[config.mk]
export PLATFORM = sky130hd
export DESIGN_NAME = instr_fetch
export DESIGN_NICKNAME = d
export VERILOG_FILES = /design/src/rtl/fetch_pkg.sv /design/src/rtl/fetch_counter.sv /design/src/rtl/instr_fetch.sv
export SDC_FILE = /design/constraint.sdc
export NUM_CORES = 1
export LEC_CHECK = 0
export CAP_MARGIN = 15
export CORE_AREA = 2 2 103 95
export CTS_CLUSTER_SIZE = 40
export DETAILED_ROUTE_END_ITERATION = 10
export DIE_AREA = 0 0 105 97
export PLACE_DENSITY = 0.94
export SETUP_SLACK_MARGIN = 0.4
export SLEW_MARGIN = 0
export SYNTH_ARGS = -nofsm -noshare
export SYNTH_HDL_FRONTEND = slang
export SYNTH_SLANG_ARGS = --single-unit
[constraint.sdc]
create_clock -name clock -period 3 [get_ports clock]
set_input_delay 0.6 -clock clock [delete_from_list [all_inputs] [get_ports clock]]
set_output_delay 0.6 -clock clock [all_outputs]
set_load 0.02 [all_outputs]
[src/rtl/fetch_pkg.sv]
// ============================================================================
// fetch_pkg : shared state encoding and constants for the instruction fetch unit
// Rev 1.0
// ============================================================================
`default_nettype none

package fetch_pkg;

  typedef enum logic [1:0] {
    S_IDLE  = 2'd0,
    S_WAIT  = 2'd1,
    S_HOLD  = 2'd2,
    S_DRAIN = 2'd3
  } fetch_state_t;

  localparam logic [31:0] c_nop_word   = 32'h0000_0000;
  localparam logic [1:0]  c_align_mask = 2'b11;

  function automatic logic is_aligned(input logic [1:0] i_lsb);
    return (i_lsb & c_align_mask) == 2'b00;
  endfunction

endpackage

`default_nettype wire

[src/rtl/fetch_counter.sv]
// ============================================================================
// fetch_counter : free-running enable counter with synchronous reset
// Rev 1.0
// ============================================================================
`default_nettype none

module fetch_counter #(
  parameter int WIDTH = 32
) (
  input  logic             clk,
  input  logic             rst,
  input  logic             i_en,
  output logic [WIDTH-1:0] o_count
);

  logic [WIDTH-1:0] r_count;

  always_ff @(posedge clk) begin
    if (rst) begin
      r_count <= '0;
    end else if (i_en) begin
      r_count <= r_count + WIDTH'(1);
    end
  end

  assign o_count = r_count;

endmodule

`default_nettype wire

[src/rtl/instr_fetch.sv]
// ============================================================================
// instr_fetch : PC-to-imem request/ack bridge with valid/ready output to decode
// Rev 1.0
// ============================================================================
`default_nettype none

module instr_fetch
  import fetch_pkg::*;
#(
  parameter int                ADDR_W   = 32,
  parameter int                DATA_W   = 32,
  parameter logic [DATA_W-1:0] NOP_WORD = DATA_W'(c_nop_word)
) (
  input  logic              clock,
  input  logic              reset,
  input  logic [ADDR_W-1:0] pc,
  input  logic              pc_valid,
  input  logic              flush,
  output logic              stall,
  output logic              mem_req,
  output logic [ADDR_W-1:0] mem_addr,
  input  logic              mem_ack,
  input  logic [DATA_W-1:0] mem_rdata,
  output logic [DATA_W-1:0] instr,
  output logic              instr_valid,
  output logic              instr_fault,
  input  logic              instr_ready,
  output logic [31:0]       fetch_count
);

  fetch_state_t      r_state, w_state_nxt;
  logic              r_mem_req, w_mem_req_nxt;
  logic [ADDR_W-1:0] r_mem_addr, w_mem_addr_nxt;
  logic [DATA_W-1:0] r_instr, w_instr_nxt;
  logic              r_instr_valid, w_instr_valid_nxt;
  logic              r_instr_fault, w_instr_fault_nxt;
  logic              w_issue;
  logic              w_consume;
  logic              w_stall;

  always_ff @(posedge clock) begin
    if (reset) begin
      r_state       <= S_IDLE;
      r_mem_req     <= 1'b0;
      r_mem_addr    <= '0;
      r_instr       <= '0;
      r_instr_valid <= 1'b0;
      r_instr_fault <= 1'b0;
    end else begin
      r_state       <= w_state_nxt;
      r_mem_req     <= w_mem_req_nxt;
      r_mem_addr    <= w_mem_addr_nxt;
      r_instr       <= w_instr_nxt;
      r_instr_valid <= w_instr_valid_nxt;
      r_instr_fault <= w_instr_fault_nxt;
    end
  end

  always_comb begin
    w_state_nxt       = r_state;
    w_mem_req_nxt     = r_mem_req;
    w_mem_addr_nxt    = r_mem_addr;
    w_instr_nxt       = r_instr;
    w_instr_valid_nxt = r_instr_valid;
    w_instr_fault_nxt = r_instr_fault;
    w_issue           = 1'b0;
    w_consume         = 1'b0;
    w_stall           = 1'b0;

    case (r_state)
      S_IDLE: begin
        if (flush) begin
          w_instr_valid_nxt = 1'b0;
          w_instr_fault_nxt = 1'b0;
        end else begin
          w_issue = pc_valid;
        end
      end

      S_WAIT: begin
        w_stall = 1'b1;
        if (mem_ack) begin
          w_mem_req_nxt = 1'b0;
          if (flush) begin
            w_state_nxt = S_IDLE;
          end else begin
            w_instr_nxt       = mem_rdata;
            w_instr_fault_nxt = 1'b0;
            w_instr_valid_nxt = 1'b1;
            w_state_nxt       = S_HOLD;
          end
        end else if (flush) begin
          // The outstanding transaction must still complete before re-issuing.
          w_state_nxt = S_DRAIN;
        end
      end

      S_HOLD: begin
        w_stall = !instr_ready;
        if (flush) begin
          w_instr_valid_nxt = 1'b0;
          w_instr_fault_nxt = 1'b0;
          w_state_nxt       = S_IDLE;
        end else if (instr_ready) begin
          w_consume         = r_instr_valid;
          w_instr_valid_nxt = 1'b0;
          w_state_nxt       = S_IDLE;
          w_issue           = pc_valid;
        end
      end

      S_DRAIN: begin
        w_stall = 1'b1;
        if (mem_ack) begin
          w_mem_req_nxt = 1'b0;
          w_state_nxt   = S_IDLE;
        end
      end

      default: begin
        w_state_nxt = S_IDLE;
      end
    endcase

    // Shared by IDLE and the back-to-back path out of HOLD.
    if (w_issue) begin
      if (is_aligned(pc[1:0])) begin
        w_mem_addr_nxt = pc;
        w_mem_req_nxt  = 1'b1;
        w_state_nxt    = S_WAIT;
      end else begin
        w_instr_nxt       = NOP_WORD;
        w_instr_fault_nxt = 1'b1;
        w_instr_valid_nxt = 1'b1;
        w_state_nxt       = S_HOLD;
      end
    end
  end

  fetch_counter #(
    .WIDTH (32)
  ) u_counter (
    .clk     (clock),
    .rst     (reset),
    .i_en    (w_consume),
    .o_count (fetch_count)
  );

  assign stall       = w_stall;
  assign mem_req     = r_mem_req;
  assign mem_addr    = r_mem_addr;
  assign instr       = r_instr;
  assign instr_valid = r_instr_valid;
  assign instr_fault = r_instr_fault;

endmodule

`default_nettype wire

==> metrics.txt <==
number of levels in the clock H-tree=3; Rel. slew slack=0.5885; Post-Syn Nets=571; peak ir drop on the vdd network=around 0.32 mV; effective utilization at floorplan=0.4555; crit path launch type=input pin; most frequent cells in the layout=clkdlybuf4s50_1 (167), nand2_1 (142), dfxtp_1 (101), a21oi_1 (85), nor2_1 (14); Layout Nets=726; Setup Viol. Count Final=0; Post-Route WL=11910 µm; IO Port Bufs=169; Antenna diodes=0; critical path type=input pin to flop; Filler cells=roughly 740; RSZ-0062 raised after global routing=no; setup TNS after final layout=0 ps; CTS Root Cell=clkbuf_8; first drt pass iteration count=4; die span in y=97 µm; setup skew after layout=13.56 ps; worst-skew pair later-pin latency=~360 ps; most common cell after layout, fill and taps aside=clkdlybuf4s50_1; share of the cycle needed by the critical path after routing=0.7995; initial antenna violation count=0; final global-route overflow total=0; number of placement rows=33; max-cap check violation count=0; PnR Total Power=2.544 mW; hold violation total from the final report=0; post-synthesis cell area=between 4000 and 5000 µm²; post-synth top area share=0.4931; run status=finished clean; critical hold path startpoint=instr[13]; Final HPWL DP=8680 µm; CTS clk-pin slew, worst paths=100 ps; Min-Delay Path Class=flop to flop; clock buffer count from CTS=9; highest clock rate=416.9 MHz; number of cells produced by synthesis=500; pwr dens=419.7 nW/µm²; final std cells w/o fill=781; EDFF count, synth=0; leading area contributor after synthesis=dfxtp_1; floorplan die area=10190 µm²; pin count of the biggest net entering global routing=36; Synth cell types=44; layout cells sized above 1=0.05159; Residual DRC=0; ANT nets after route=0; area growth from synthesis to final layout=47.85%; core area=9001 µm²; Mapped Avg Cell Area=8.200 µm²; number of buffers inserted for hold repair after clock tree synthesis=0; crit path time final=~2400 ps; FF-to-FF path depth=4; utilization of the core after routing=0.6735; part of the Yosys area used for sequential elements=0.4931; via count of the first global-routing pass=4100; hold depth=2; Die X=105 µm; register-to-register setup slack=820 ps; crit path from=instr_ready; startpoint of the worst register-to-register path=r_state[0]; async set-reset flop share out of synthesis=0; CTS sink count=101; worst-path maximum fanout=21; initial detailed-routing violation count=182; per-cell via count in the routed design=5.369; Lkg Pwr=roughly 2 nW; gr usage total=0.2371; number of flip-flops and latches in the synthesized netlist=101; critical path arrival=2640 ps; maximum number of buffers from clock root to sink=2; data required time of the worst path=approximately 3200 ps; total vias in the final route=4193; I/O pin cnt=170; cells taking the most area after synthesis=dfxtp_1 (49%), nand2_1 (13%), a21oi_1 (10%); slew at the pin with the worst max-slew slack=617.3 ps; most instantiated flip-flop cell in the synthesis netlist=dfxtp_1; critical path capture point type=flop; total count of max-transition violations in the final report=0; average routed wire per standard cell=15.25 µm; post-CTS setup buffers=0; wire length of the first global-routing pass=19720 µm; number of synthesis warnings=0; CTS tree=built; dpl cells=about 770; gp weighted congestion=between 0.7 and 0.8
[metal layers]
layer	vias to the layer above	track usage	part of all wire
met5	-	0	0
met4	0	0.07282	0.017
met3	18	0.08693	0.086
met2	161	0.4251	0.51
met1	1975	0.2595	0.39
li1	2039	-	-
[logic make-up (layout without fill, tap and decap cells)]
logic type / count (synthesis) / count (layout) / synth area share
adder cells (fa/ha/maj): 1 / 1 / 0.003051
XOR/XNOR: 9 / 9 / 0.01923
AND/OR/NAND/NOR: 233 / 233 / 0.2759
buffers and inverters: 37 / 196 / 0.04211
AO/OA/AOI/OAI: 116 / 116 / 0.1584
flip-flops: 101 / 101 / 0.4931
multiplexers: 3 / 3 / 0.008239
[area by class of cell]
class | count | area (µm²) | share of cell area
Sequential cell | 101 | 2022 | 0.3335
Multi-Input combinational cell | 362 | 1911 | 0.3152
Timing Repair Buffer | 178 | 1753 | 0.2892
Tap cell | 122 | 152.6 | 0.02518
Clock buffer | 9 | 123.9 | 0.02043
Clock inverter | 6 | 88.84 | 0.01465
Inverter | 3 | 11.26 | 0.001858
[state kept, by name (all words and copies together), names as in the netlist]
| register | count |
|---|---|
| instr_fault | 1 |
| r_state | 2 |
| instr_valid | 1 |
| instr | 32 |
| u_counter.o_count | 32 |
| mem_req | 1 |
| mem_addr | 32 |
[worst max-delay path: stages]
cell and delay, ps:
clkdlybuf4s50_1 530, and4bb_2 420, nand4_4 320, nor4_1 420, mux2_1 350
[metrics by stage]
step | hold slack, ps | area [µm²] | setup slack (ps)
2_1_floorplan | 532.7 | 4100 | 915.3
3_3_place_gp | 440.8 | 5851 | 245.2
3_5_place_dp | 449.3 | 5851 | 105.0
4_1_cts | 460.9 | 6062 | 507.3
5_1_grt | 481.6 | 6062 | 503.5
6_report | 457.2 | 6062 | 601.6
[cell usage after synthesis, drive strengths merged, types with 2 or more instances]
library cell / number
nand2: 142
dfxtp: 101
a21oi: 85
clkbuf: 25
nor2: 14
nand3: 12
o31ai: 12
or4: 12
nand4: 11
buf: 9
and3: 7
nand2b: 6
nor4: 6
o21ai: 6
or3: 6
xor2: 6
and4: 5
nor2b: 4
inv: 3
mux2: 3
nor3b: 3
xnor2: 3
a211oi: 2
a221oi: 2
o22ai: 2
[power by group]
| group | internal [mW] | switching, mW | total (mW) | leakage [nW] |
|---|---|---|---|---|
| combinational | 0.133 | 0.108 | 0.241 | 1.07 |
| clock | 0.465 | 0.465 | 0.930 | 0.101 |
| sequential | 1.36 | 0.0165 | 1.37 | 0.815 |
| total | 1.95 | 0.590 | 2.54 | 1.99 |
[worst paths after layout]
kind,end
worst max-delay path,u_counter.o_count[31]
worst min-delay path,instr[13]
worst max register to register,u_counter.o_count[31]
worst min register to register,instr[13]
[what timing repair did]
item / CTS / global route
resized for setup: 1 / 1
gates cloned: 0 / 0
hold endpoints to repair: 0 / 0
endpoints found under the setup margin: 1 / 1
Note: power is estimated with default switching activity, not from simulation.
